### src/rtl/regfile_write_arbiter.sv
// Register-file write-port arbiter: WB > MDU > DBG, with a pending-write
// scoreboard for in-flight MDU destinations and an MDU anti-starvation hold.
module regfile_write_arbiter #(
  parameter int REG_COUNT      = 32,
  parameter int REG_ADDR_WIDTH = 5,
  parameter int XLEN           = 32,
  parameter int STARVE_LIMIT   = 4
) (
  input  logic                      clk,
  input  logic                      reset,
  input  logic                      wb_we,
  input  logic [REG_ADDR_WIDTH-1:0] wb_rd,
  input  logic [XLEN-1:0]           wb_data,
  output logic                      hold_wb,
  input  logic                      mdu_issue,
  input  logic [REG_ADDR_WIDTH-1:0] mdu_issue_rd,
  input  logic                      mdu_valid,
  input  logic [REG_ADDR_WIDTH-1:0] mdu_rd,
  input  logic [XLEN-1:0]           mdu_data,
  output logic                      mdu_ready,
  input  logic                      dbg_valid,
  input  logic [REG_ADDR_WIDTH-1:0] dbg_rd,
  input  logic [XLEN-1:0]           dbg_data,
  output logic                      dbg_ready,
  input  logic [REG_ADDR_WIDTH-1:0] rs_addr,
  input  logic [REG_ADDR_WIDTH-1:0] rt_addr,
  output logic                      rs_busy,
  output logic                      rt_busy,
  output logic                      rf_we,
  output logic [REG_ADDR_WIDTH-1:0] rf_rd,
  output logic [XLEN-1:0]           rf_data
);

  localparam logic [3:0] LIMIT = 4'(STARVE_LIMIT);

  logic [REG_COUNT-1:0] busy_q, busy_d;
  logic [3:0]           wait_cnt_q, wait_cnt_d;
  logic                 hold_wb_q, hold_wb_d;

  logic wb_active;
  logic mdu_hs;

  assign wb_active = wb_we && (wb_rd != '0);

  // Handshakes are masked during reset so nothing is accepted while it is held.
  assign mdu_ready = !reset && mdu_valid && !wb_active;
  assign dbg_ready = !reset && dbg_valid && !wb_active && !mdu_valid;
  assign mdu_hs    = mdu_valid && mdu_ready;

  always_comb begin
    rf_we   = 1'b0;
    rf_rd   = '0;
    rf_data = '0;
    if (!reset) begin
      if (wb_active) begin
        rf_we   = 1'b1;
        rf_rd   = wb_rd;
        rf_data = wb_data;
      end else if (mdu_valid) begin
        rf_we   = (mdu_rd != '0);
        rf_rd   = mdu_rd;
        rf_data = mdu_data;
      end else if (dbg_valid) begin
        rf_we   = (dbg_rd != '0);
        rf_rd   = dbg_rd;
        rf_data = dbg_data;
      end
    end
  end

  // Per-register scoreboard update; a same-edge issue wins over a completion.
  assign busy_d[0] = 1'b0;
  generate
    for (genvar gi = 1; gi < REG_COUNT; gi++) begin : g_busy
      logic set_b, clr_b;
      assign set_b      = mdu_issue && (mdu_issue_rd == REG_ADDR_WIDTH'(gi));
      assign clr_b      = mdu_hs && (mdu_rd == REG_ADDR_WIDTH'(gi));
      assign busy_d[gi] = set_b || (busy_q[gi] && !clr_b);
    end
  endgenerate

  always_comb begin
    wait_cnt_d = 4'd0;
    hold_wb_d  = 1'b0;
    if (mdu_valid && !mdu_ready) begin
      wait_cnt_d = (wait_cnt_q >= LIMIT) ? LIMIT : wait_cnt_q + 4'd1;
      hold_wb_d  = hold_wb_q || (wait_cnt_d == LIMIT);
    end
  end

  always_ff @(posedge clk or posedge reset) begin
    if (reset) begin
      busy_q     <= '0;
      wait_cnt_q <= 4'd0;
      hold_wb_q  <= 1'b0;
    end else begin
      busy_q     <= busy_d;
      wait_cnt_q <= wait_cnt_d;
      hold_wb_q  <= hold_wb_d;
    end
  end

  assign hold_wb = hold_wb_q;
  assign rs_busy = !reset && busy_q[rs_addr];
  assign rt_busy = !reset && busy_q[rt_addr];

endmodule

### config.mk
export PLATFORM = sky130hd
export DESIGN_NAME = regfile_write_arbiter
export DESIGN_NICKNAME = d
export VERILOG_FILES = /design/src/rtl/regfile_write_arbiter.sv
export SDC_FILE = /design/constraint.sdc
export NUM_CORES = 1
export LEC_CHECK = 0
export CAP_MARGIN = 20
export CORE_MARGIN = 5
export CORE_UTILIZATION = 36
export CTS_CLUSTER_DIAMETER = 120
export CTS_CLUSTER_SIZE = 10
export DETAILED_ROUTE_END_ITERATION = 10
export PLACE_DENSITY_LB_ADDON = 0.15
export SLEW_MARGIN = 20
export SYNTH_ARGS = -nofsm -noshare
export SYNTH_HDL_FRONTEND = slang
export SYNTH_SLANG_ARGS = --single-unit
### constraint.sdc
create_clock -name clk -period 2.8 [get_ports clk]
set_input_delay 0.7 -clock clk [delete_from_list [all_inputs] [get_ports clk]]
set_output_delay 0.7 -clock clk [all_outputs]
set_load 0.05 [all_outputs]
### Yosys cells after proc, flatten, opt, wreduce, memory -nomap -nowiden

Index checks and enable logic that the tools add are counted.

* bits in latches: 0
* bits in registers: 36
* output and inout port bits: 43
* memories kept: 0
* bits in writable memories: 0
* bits in read-only memories: 0

* order comparisons: 3
* shift operators: 0
* bitwise operators: 0
* multipliers: 0
* mux-type cells: 19
* reduce and logical (&&, ||, !) cells: 173
* divide/modulo/power cells: 0
* $add $sub $neg: 1
* equality and inequality tests: 63

Operators by type and width (count)
* == test 5 bit, second input constant: 32
* 2-to-1 mux 32 bit: 4
* logical AND 1 bit: 103
* == test 5 x 4 -> 1 bit, second input constant: 16
* == test 5 x 3 -> 1 bit, second input constant: 8
* zero test 1 bit: 35
* logical OR 1 bit: 32
* == test 5 x 2 -> 1 bit, second input constant: 4
* 2-to-1 mux 5 bit: 4
* nonzero test 5 bit: 3
* less-than comparator 5 x 6 -> 1 bit, second input constant: 2
* binary-select mux 1 bit (select 5 bit): 2
* == test 5 x 1 -> 1 bit, second input constant: 2
* 2-to-1 mux 4 bit: 2
* 2-to-1 mux 1 bit: 7
* adder 4 x 1 -> 4 bit, second input constant: 1
* == test 4 x 3 -> 1 bit, second input constant: 1
* >= comparator 4 x 3 -> 1 bit, second input constant: 1

### Longest topological paths before layout

Gate-level depths: netlist (run 1).

* depth after elaboration: 9
* gate-level depth with buffers: 6

### Worst setup path after synthesis (run 1)

OpenSTA, ideal clock, no wires.

* kind: input to output
* from: in reset
* to: out rt_busy
* slack: -843 ps
* stages: 3
* arrival time: 2943 ps
* cells stage by stage: inv_1 o21ai_0 a211oi_1

* longest elaborated chain between the ends: 2

Ends and longest elaborated chain
* start, declared: RTL line 10 `input logic reset,`
* zero test 1 bit: RTL line 105 `assign rt_busy = !reset && busy_q[rt_addr];`
* logical AND 1 bit: RTL line 105
* end, declared: RTL line 28 `output logic rt_busy,`

No other way between the ends.

### Worst setup path in the final report (run 1)

* from: in wb_rd[2]
* to: out rf_data[2]

* longest elaborated chain between the ends: 4

Ends and longest elaborated chain
* start, declared: RTL line 12 `input logic [REG_ADDR_WIDTH-1:0] wb_rd,`
* nonzero test 5 bit: RTL line 43 `assign wb_active = wb_we && (wb_rd != '0);`
* logical AND 1 bit: RTL line 43
* 2-to-1 mux 32 bit: RTL line 55 `if (wb_active) begin`
* 2-to-1 mux 32 bit: RTL line 54 `if (!reset) begin`
* end, declared: RTL line 31 `output logic [XLEN-1:0] rf_data`

No other way between the ends.

==> impl_metrics.toml, run 1 <==
[layout]
layout-drive-gt1-share_pct = 42.31
fillCellCount = 359
final-instance-count-excl-fill = 686
seqCellArea_sq_um = 900.9
area_growth_pct = 132.2
nets = 711
multi_input_area_sq_mm = 0.003229
stdcell_area_sq_mm = 0.007217
utilization_pct = 86.96

[yosys]
synth_nets = 501
yosys.area_share.adder_pct = 0.4026
ys.flop_type = "dfrtp_1"
ys_types = 41
synth-warning-count = 0
ys_seq_area_share_pct = 28.99
synth-edff-count = 0
synth-compound-area-share_pct = 24.03
synth-simple-area-share_pct = 27.70
async_flop_share_pct = 100.0
synth_top_family_by_area = "simple AND/OR/NAND/NOR gates"
netlist_instances = 368
syn_area_sq_mm = 0.003108
synthXorXnorAreaFrac_pct = 0
synth.ff_latch_count = 36
postSynthAreaPerCell_sq_um = 8.446
synth_mux_area_share_pct = 13.49

[place]
gp_congestion = 0.9251
dp_slack_ns = -0.7214
dpl-instance-area_sq_mm = 0.006510
place_inst = 663
port_buffers = 174
dp_hpwl_um = 12240

[clock_tree]
holdBufCountCts = 0
cts.sinks = 36
path_clk_slew_ns = 0.07
htreeDepth = 2
cts_made_buffers = 5
cts_tree = "yes"
cts_root_buf = "clkbuf_8"
cts_buffer_depth = 2
clk_latency_ns = 0.29

[drt]
routed_wl_um = 19390
num_vias = 4501
remaining_drc_errors = 0
first_iter_violations = 475
ant_nets = 0
viasPerCell = 6.561
drt_first_pass_iters = 5
detail_route.wl_per_cell_um = 28.27

[run_status]
violations = "negative setup slack"
status = "complete, but fails checks"

[floorplan]
core_area_sq_mm = 0.008299
die_area_sq_mm = 0.01059
die_w_um = 102.9
start_util_pct = 37.45
boundaryPins = 175
die_h_um = 102.9
fp-row-count = 33

[timing]
fin_crit_sh_pct = 113.8
tightest_slew_ns = 0.7738
fmax_mhz = 313.9
setup_slack_ns = -0.3853
slew_headroom_pct = 48.31
finClkSkew_ns = 0.0001275
hold_viol_final = 0
rsz0062_at_grt = "yes"
setup_violations = 41
fin_crit_ns = 3.185
slew_violations = 0

[critical_path]
critical-path-top-delay-family = "simple AND/OR/NAND/NOR gates"
crit_buf_inv = 5
crit_fanout = 8
crit_type = "input pin to output port"
critPathLaunchType = "input pin"
worst-path-stages = 9
slowest_stage = "or4_4"
crit_chain = "buf_8 > or4_4 > buf_6 > o21ai_4 > buf_6 > buf_8 > nor2_4 > nor3_4 > buf_12"
critPathMaxStageDelay_ns = 0.57
cp.required_ns = 2.10
arrival_ns = 2.49
crit_path_end_kind = "output port"
r2r_cells = 3

[power_and_ir_drop]
vdd_ir_drop_max_v = 0.0004422
finalPower_w = 0.002697
p_leak_nw = 2.665
cellPowerDensity_mw_per_mm2 = 373.7

[global_route]
overflow = 0
antenna_found_initial = 3
grt.total_usage_pct = 33.65
grt_pass1_vias = 4471
grt_max_degree = 32
grt_pass1_wl_um = 26670

[flow_run]
max_cap_viol_count = 0

[hold_path]
hold_depth = 1
holdCritPathClass = "flop to flop"
==> logic make-up (layout without fill, tap and decap cells) <==
kind of cell | after synthesis | after routing
AND/OR/NAND/NOR | 171 | 171
buffers and inverters | 41 | 252
flip-flops | 36 | 36
other | 1 | 3
multiplexers | 24 | 24
AO/OA/AOI/OAI | 94 | 94
adder cells (fa/ha/maj) | 1 | 1
==> what timing repair did <==
action / in CTS / in global routing
pin swaps: 31 / 27
gates resized for setup: 96 / 35
gates cloned: 3 / 1
setup endpoints to repair: 42 / 42
buffers inserted: 11 / 3
==> per-layer routing <==
| layer | GRT usage, % | up-vias | wire length (um) |
|---|---|---|---|
| met2 | 58.36 | 348 | 9703 |
| met5 | 0 | - | 0 |
| met3 | 7.984 | 108 | 1902 |
| li1 | - | 1878 | - |
| met1 | 39.51 | 2167 | 6535 |
| met4 | 14.84 | 0 | 1248 |
==> registers in the layout, indices dropped and copies added, names as in the netlist <==
register	count
busy_q	31
wait_cnt_q	4
hold_wb	1
==> final cells by class <==
class | instances | area share, %
diodes | 2 | 0.06935
clock buffers | 5 | 0.9535
clock inverters | 3 | 0.5895
inverters | 2 | 0.1560
multi-input cells | 291 | 44.75
flip-flops and latches | 36 | 12.48
well taps | 105 | 1.820
repair buffers | 242 | 39.18
==> cell usage after synthesis (2+ instances only) <==
cell	number	area share [%]
a211oi_1	2	0.48
a21oi_1	2	0.32
a221oi_1	36	10
a22o_1	13	3.7
a32o_1	4	1.3
buf_2	2	0.32
clkbuf_1	35	4.2
dfrtp_1	36	29
inv_1	2	0.24
mux2_2	3	1.1
mux2i_1	7	2.3
mux4_2	14	10
nand2_1	19	2.3
nand2b_1	8	1.6
nand3_1	7	1.1
nand3b_1	2	0.48
nand4_1	11	2.2
nand4b_1	2	0.56
nor2_1	58	7.0
nor2b_1	11	2.2
nor3_1	38	6.1
nor4_1	2	0.40
o21a_1	2	0.48
o21ai_0	17	2.7
o41ai_1	14	3.9
or4b_1	6	1.9
==> worst register-to-register path, cell delays in order (launching register included) <==
cell and delay [ns]:
dfrtp_1 0.40, ha_1 0.31, nand3b_1 0.16, a21oi_1 0.13
==> power breakdown <==
group	switching, W	total (W)	internal (W)
clock network	0.000207	0.000470	0.000264
registers	0.000118	0.000750	0.000632
logic	0.000710	0.00148	0.000766
total	0.00103	0.00270	0.00166
==> layout by cell type (no fill, tap or decap), types with 4 or more instances in the layout <==
cell type        instances
a221oi_4                35
a22o_1                  13
a32o_1                   4
buf_12                  47
buf_2                    4
buf_4                   45
buf_6                   18
buf_8                    4
clkbuf_8                 5
clkdlybuf4s50_1        118
dfrtp_1                 36
mux2i_1                  7
mux4_2                  14
nand2_1                 19
nand2b_1                 8
nand3_1                  7
nand4_1                 11
nor2_1                  48
nor2_2                   5
nor2_4                   5
nor2b_1                 10
nor3_4                  36
o21ai_0                 15
o41ai_1                 14
or4b_1                   6
==> metrics by stage <==
step	hold slack, ns	TNS, ns
floorplan	0.4387	-2.018
global placement	0.4486	-22.71
detailed placement	0.4800	-24.91
CTS	0.4877	-9.402
global route	0.5091	-12.83
finish	0.4826	-12.07
==> path summary, 6_finish.rpt <==
kind | start | endpoint | slack [ns]
worst max register to register | wait_cnt_q[0] | hold_wb | 1.73
max in group asynchronous | reset | busy_q[15] | 2.03
worst min-delay path | wait_cnt_q[0] | wait_cnt_q[0] | 0.48
worst max-delay path | wb_rd[2] | rf_data[2] | -0.39
worst min register to register | wait_cnt_q[0] | wait_cnt_q[0] | 0.48
min in group asynchronous | reset | busy_q[24] | 0.54
Power figures use the tool's default switching activity.
==> run 2: changes to the inputs <==
==> constraint.sdc (replaced) <==
create_clock -name clk -period 2.7 [get_ports clk]
set_input_delay 0.675 -clock clk [delete_from_list [all_inputs] [get_ports clk]]
set_output_delay 0.675 -clock clk [all_outputs]
set_load 0.05 [all_outputs]
==> impl_metrics.toml, run 2 (synthesis gave the netlist of run 1 again) <==
[floorplan]
die_area_sq_mm = 0.01059
die_w_um = 102.9
die_h_um = 102.9
boundaryPins = 175
fp-row-count = 33
start_util_pct = 37.45
core_area_sq_mm = 0.008299

[drt]
num_vias = 4589
detail_route.wl_per_cell_um = 27.70
remaining_drc_errors = 0
viasPerCell = 6.651
drt_first_pass_iters = 6
ant_nets = 0
routed_wl_um = 19110
first_iter_violations = 534

[global_route]
grt_max_degree = 37
grt.total_usage_pct = 31.84
grt_pass1_vias = 4542
grt_pass1_wl_um = 25500
antenna_found_initial = 3
overflow = 0

[layout]
nets = 714
layout-drive-gt1-share_pct = 43.81
layout_common_cells = "clkdlybuf4s50_1 (116), buf_4 (50), nor2_1 (43)"
mostFrequentLayoutCell = "clkdlybuf4s50_1"
area_growth_pct = 131.0
final-instance-count-excl-fill = 690
largest_reg_flops = 31
top_register = "busy_q"
fillCellCount = 363

[timing]
finClkSkew_ns = 0.0002043
finalSetupTns_ns = -12.63
rsz0062_at_grt = "yes"
hold_viol_final = 0
setup_slack_ns = -0.4035
slew_headroom_pct = 54.36
setup_violations = 46
fin_crit_sh_pct = 114.9
fmax_mhz = 322.2
tightest_slew_ns = 0.6846
slew_violations = 0
fin_crit_ns = 3.104

[clock_tree]
cts_tree = "yes"
cts_made_buffers = 5
htreeDepth = 2
path_clk_slew_ns = 0.08
cts.sinks = 36
cts_buffer_depth = 2
holdBufCountCts = 0
cts_root_buf = "clkbuf_8"
clk_latency_ns = 0.29

[place]
port_buffers = 174
dp_slack_ns = -0.8065
dp_hpwl_um = 11550
place_inst = 659
gp_congestion = 0.9495

[hold_path]
min-delay-start = "wait_cnt_q[0]"
hold_depth = 1
hold_end = "wait_cnt_q[0]"
holdCritPathClass = "flop to flop"

[critical_path]
crit_type = "input pin to output port"
crit_fanout = 5
r2r_slack_ns = 1.59
cp.required_ns = 2.03
critPathLaunchType = "input pin"
arrival_ns = 2.43
r2r_cells = 3
r2r-end = "hold_wb"
regToRegStartpoint = "wait_cnt_q[0]"
crit_path_end_kind = "output port"

[power_and_ir_drop]
p_leak_nw = 2.662
vdd_ir_drop_max_v = 0.0004532
finalPower_w = 0.002729
cellPowerDensity_mw_per_mm2 = 380.1

[flow_run]
max_cap_viol_count = 0

[run_status]
status = "complete, but fails checks"
violations = "negative setup slack"
[run 2: cell types whose count changed in the layout (fill, tap and decap cells not counted), moves of 2 or more]
cell,change
buf_12,-10
buf_6,+6
or4b_1,-2
nor2_2,+4
clkbuf_2,-2
clkdlybuf4s50_1,-2
or4b_4,+2
dlygate4sd2_1,+3
buf_4,+5
nor2_1,-5
[run 2: worst max-delay path, cell delays in order]
cell and delay (ns):
buf_6 0.09, or4_4 0.55, o21a_4 0.26, buf_4 0.16, clkbuf_16 0.16, a221oi_4 0.29
nor3_4 0.07, buf_6 0.16
[run 2: layout make-up]
cell class                      instances  area [sq um]  share of cell area, %
Sequential cell                        36         900.9                  12.55
Timing Repair Buffer                  245          2786                  38.81
Inverter                                2         11.26                 0.1568
Tap cell                              105         131.4                  1.830
Multi-Input combinational cell        291          3249                  45.26
Clock buffer                            6         82.58                  1.150
Clock inverter                          2         10.01                 0.1394
Antenna cell                            3         7.507                 0.1046
[run 2: power by group]
| group | leakage (nW) | internal (W) | switching [W] |
|---|---|---|---|
| clock | 0.0510 | 0.000204 | 0.000210 |
| combinational | 2.18 | 0.000783 | 0.000753 |
| sequential | 0.426 | 0.000656 | 0.000123 |
| total | 2.66 | 0.00164 | 0.00109 |
[run 2: metal layers]
metal	global-route usage, %	vias up	routed length (um)
li1	-	1880	-
met1	37.26	2180	6177
met2	57.97	402	9664
met3	5.683	127	1837
met4	11.55	0	1432
met5	0	-	0
[run 2: worst max-delay path by stage]
stage | from | to | slack (ns) | depth (start not counted)
after detailed placement | rs_addr[1] | rs_busy | -0.81 | 6
after global placement | rs_addr[1] | rs_busy | -0.72 | 6
after floorplan | wb_rd[2] | rf_data[0] | -0.12 | 6
after CTS | wb_rd[4] | rf_data[24] | -0.31 | 8
final | wb_rd[2] | rf_data[13] | -0.40 | 8
after global routing | wb_rd[2] | rf_data[13] | -0.44 | 8
[run 2: repair_timing]
item,CTS,global route
cloned,2,3
pin swaps,22,22
buffers inserted,10,5
resized for setup,107,32
endpoints found under the setup margin,42,42
[run 2: stage by stage]
stage	instance area, sq um	hold WS (ns)	utilization, %
after floorplan	3966	0.4387	-
after global placement	6324	0.4488	76.19
after detailed placement	6324	0.4882	76.19
after CTS	6975	0.4945	84.05
after global routing	7179	0.5111	86.51
final	7179	0.5067	86.51
==> run 3: changes to the inputs <==
--- a/config.mk
+++ b/config.mk
@@ -12,6 +12,7 @@
 export CTS_CLUSTER_SIZE = 10
 export DETAILED_ROUTE_END_ITERATION = 10
 export PLACE_DENSITY_LB_ADDON = 0.15
+export RECOVER_POWER = 100
 export SLEW_MARGIN = 20
 export SYNTH_ARGS = -nofsm -noshare
 export SYNTH_HDL_FRONTEND = slang
==> impl_metrics.toml, run 3 (synthesis gave the netlist of run 1 again) <==
[drt]
routed_wl_um = 18580
detail_route.wl_per_cell_um = 26.93
num_vias = 4576
first_iter_violations = 448
drt_first_pass_iters = 6
viasPerCell = 6.632
ant_nets = 0
remaining_drc_errors = 0

[clock_tree]
path_clk_slew_ns = 0.07
clk_latency_ns = 0.29
htreeDepth = 2
cts_root_buf = "clkbuf_8"
cts.sinks = 36
cts_buffer_depth = 2
cts_tree = "yes"
cts_made_buffers = 5

[global_route]
grt.total_usage_pct = 31.84
grt_max_degree = 37
grt_pass1_vias = 4542
antenna_found_initial = 3
overflow = 0
grt_pass1_wl_um = 25500

[floorplan]
start_util_pct = 37.45
boundaryPins = 175
die_h_um = 102.9
die_w_um = 102.9
core_area_sq_mm = 0.008299
die_area_sq_mm = 0.01059
fp-row-count = 33

[critical_path]
cp.required_ns = 2.03
crit_type = "input pin to output port"
critPathLaunchType = "input pin"
r2r_cells = 3
crit_fanout = 5
crit_path_end_kind = "output port"
arrival_ns = 2.47

[hold_path]
holdCritPathClass = "flop to flop"
hold_depth = 1

[timing]
fin_crit_sh_pct = 116.6
slew_headroom_pct = 41.17
fin_crit_ns = 3.147
hold_viol_final = 0
fmax_mhz = 317.7
finClkSkew_ns = 0.0002064
setup_slack_ns = -0.4474
tightest_slew_ns = 0.8825
setup_violations = 45
rsz0062_at_grt = "yes"
slew_violations = 0
holdWs_ns = 0.4924

[layout]
layout-drive-gt1-share_pct = 43.64
largest_reg_flops = 31
nets = 714
mostFrequentLayoutCell = "clkdlybuf4s50_1"
top_register = "busy_q"
layout_common_cells = "clkdlybuf4s50_1 (115), buf_4 (48), nor2_1 (43)"
area_growth_pct = 130.7

[power_and_ir_drop]
vdd_ir_drop_max_v = 0.0004398
cellPowerDensity_mw_per_mm2 = 378.7
p_leak_nw = 2.659

[place]
dp_hpwl_um = 11550
gp_congestion = 0.9495
dp_slack_ns = -0.8065
port_buffers = 174

[run_status]
violations = "negative setup slack"
status = "complete, but fails checks"

[flow_run]
max_cap_viol_count = 0
## run 3: metrics by stage
step	power, W	TNS [ns]	util [%]	cells	area [sq um]
floorplan	0.001498	-3.892	-	368	3966
global placement	0.002041	-25.29	76.19	659	6324
detailed placement	0.002082	-26.24	76.19	659	6324
CTS	0.002603	-10.26	84.05	679	6975
global route	0.002804	-14.29	86.40	690	7171
finish	0.002716	-12.54	86.40	690	7171
## run 3: area by class of cell
| cell class | count | area [sq um] |
|---|---|---|
| clock buffers | 6 | 82.58 |
| multi-input cells | 291 | 3249 |
| fillers | 365 | 1129 |
| diodes | 3 | 7.507 |
| flip-flops and latches | 36 | 900.9 |
| well taps | 105 | 131.4 |
| clock inverters | 2 | 10.01 |
| inverters | 2 | 8.758 |
| repair buffers | 245 | 2780 |
## run 3: path summary, 6_finish.rpt
check | from | to | slack [ns]
worst max register to register | wait_cnt_q[0] | hold_wb | 1.60
min in group asynchronous | reset | wait_cnt_q[0] | 0.99
worst max-delay path | wb_rd[2] | rf_rd[3] | -0.45
worst min register to register | wait_cnt_q[0] | wait_cnt_q[0] | 0.49
max in group asynchronous | reset | busy_q[17] | 1.15
worst min-delay path | wait_cnt_q[0] | wait_cnt_q[0] | 0.49
## run 3: where the power goes
group	switching [W]	leakage [nW]	internal (W)
sequential	0.000122	0.426	0.000656
clock	0.000207	0.0510	0.000204
combinational	0.000746	2.18	0.000781
total	0.00108	2.66	0.00164
## run 3: worst max-delay path: stages
cell and delay, ns:
buf_6 0.09, or4_4 0.55, buf_6 0.14, o21ai_4 0.20, buf_12 0.14, buf_6 0.12, nor2_1 0.10, nor3_4 0.22
buf_6 0.21
## run 3: repair_timing
| action | in CTS | in global routing |
|---|---|---|
| endpoints found under the setup margin | 42 | 42 |
| buffers inserted | 10 | 5 |
| gates resized for setup | 107 | 32 |
| cloned | 2 | 3 |
| hold buffers | 0 | 0 |
| pin swaps | 22 | 22 |
| hold endpoints to repair | 0 | 0 |
## run 3: layer usage
layer  part of all wire (%)  track usage, %  routed length (um)
met2                     50           57.97                9316
met4                    7.6           11.55                1405
met1                     32           37.26                5989
met3                     10           5.683                1871
met5                      0               0                   0
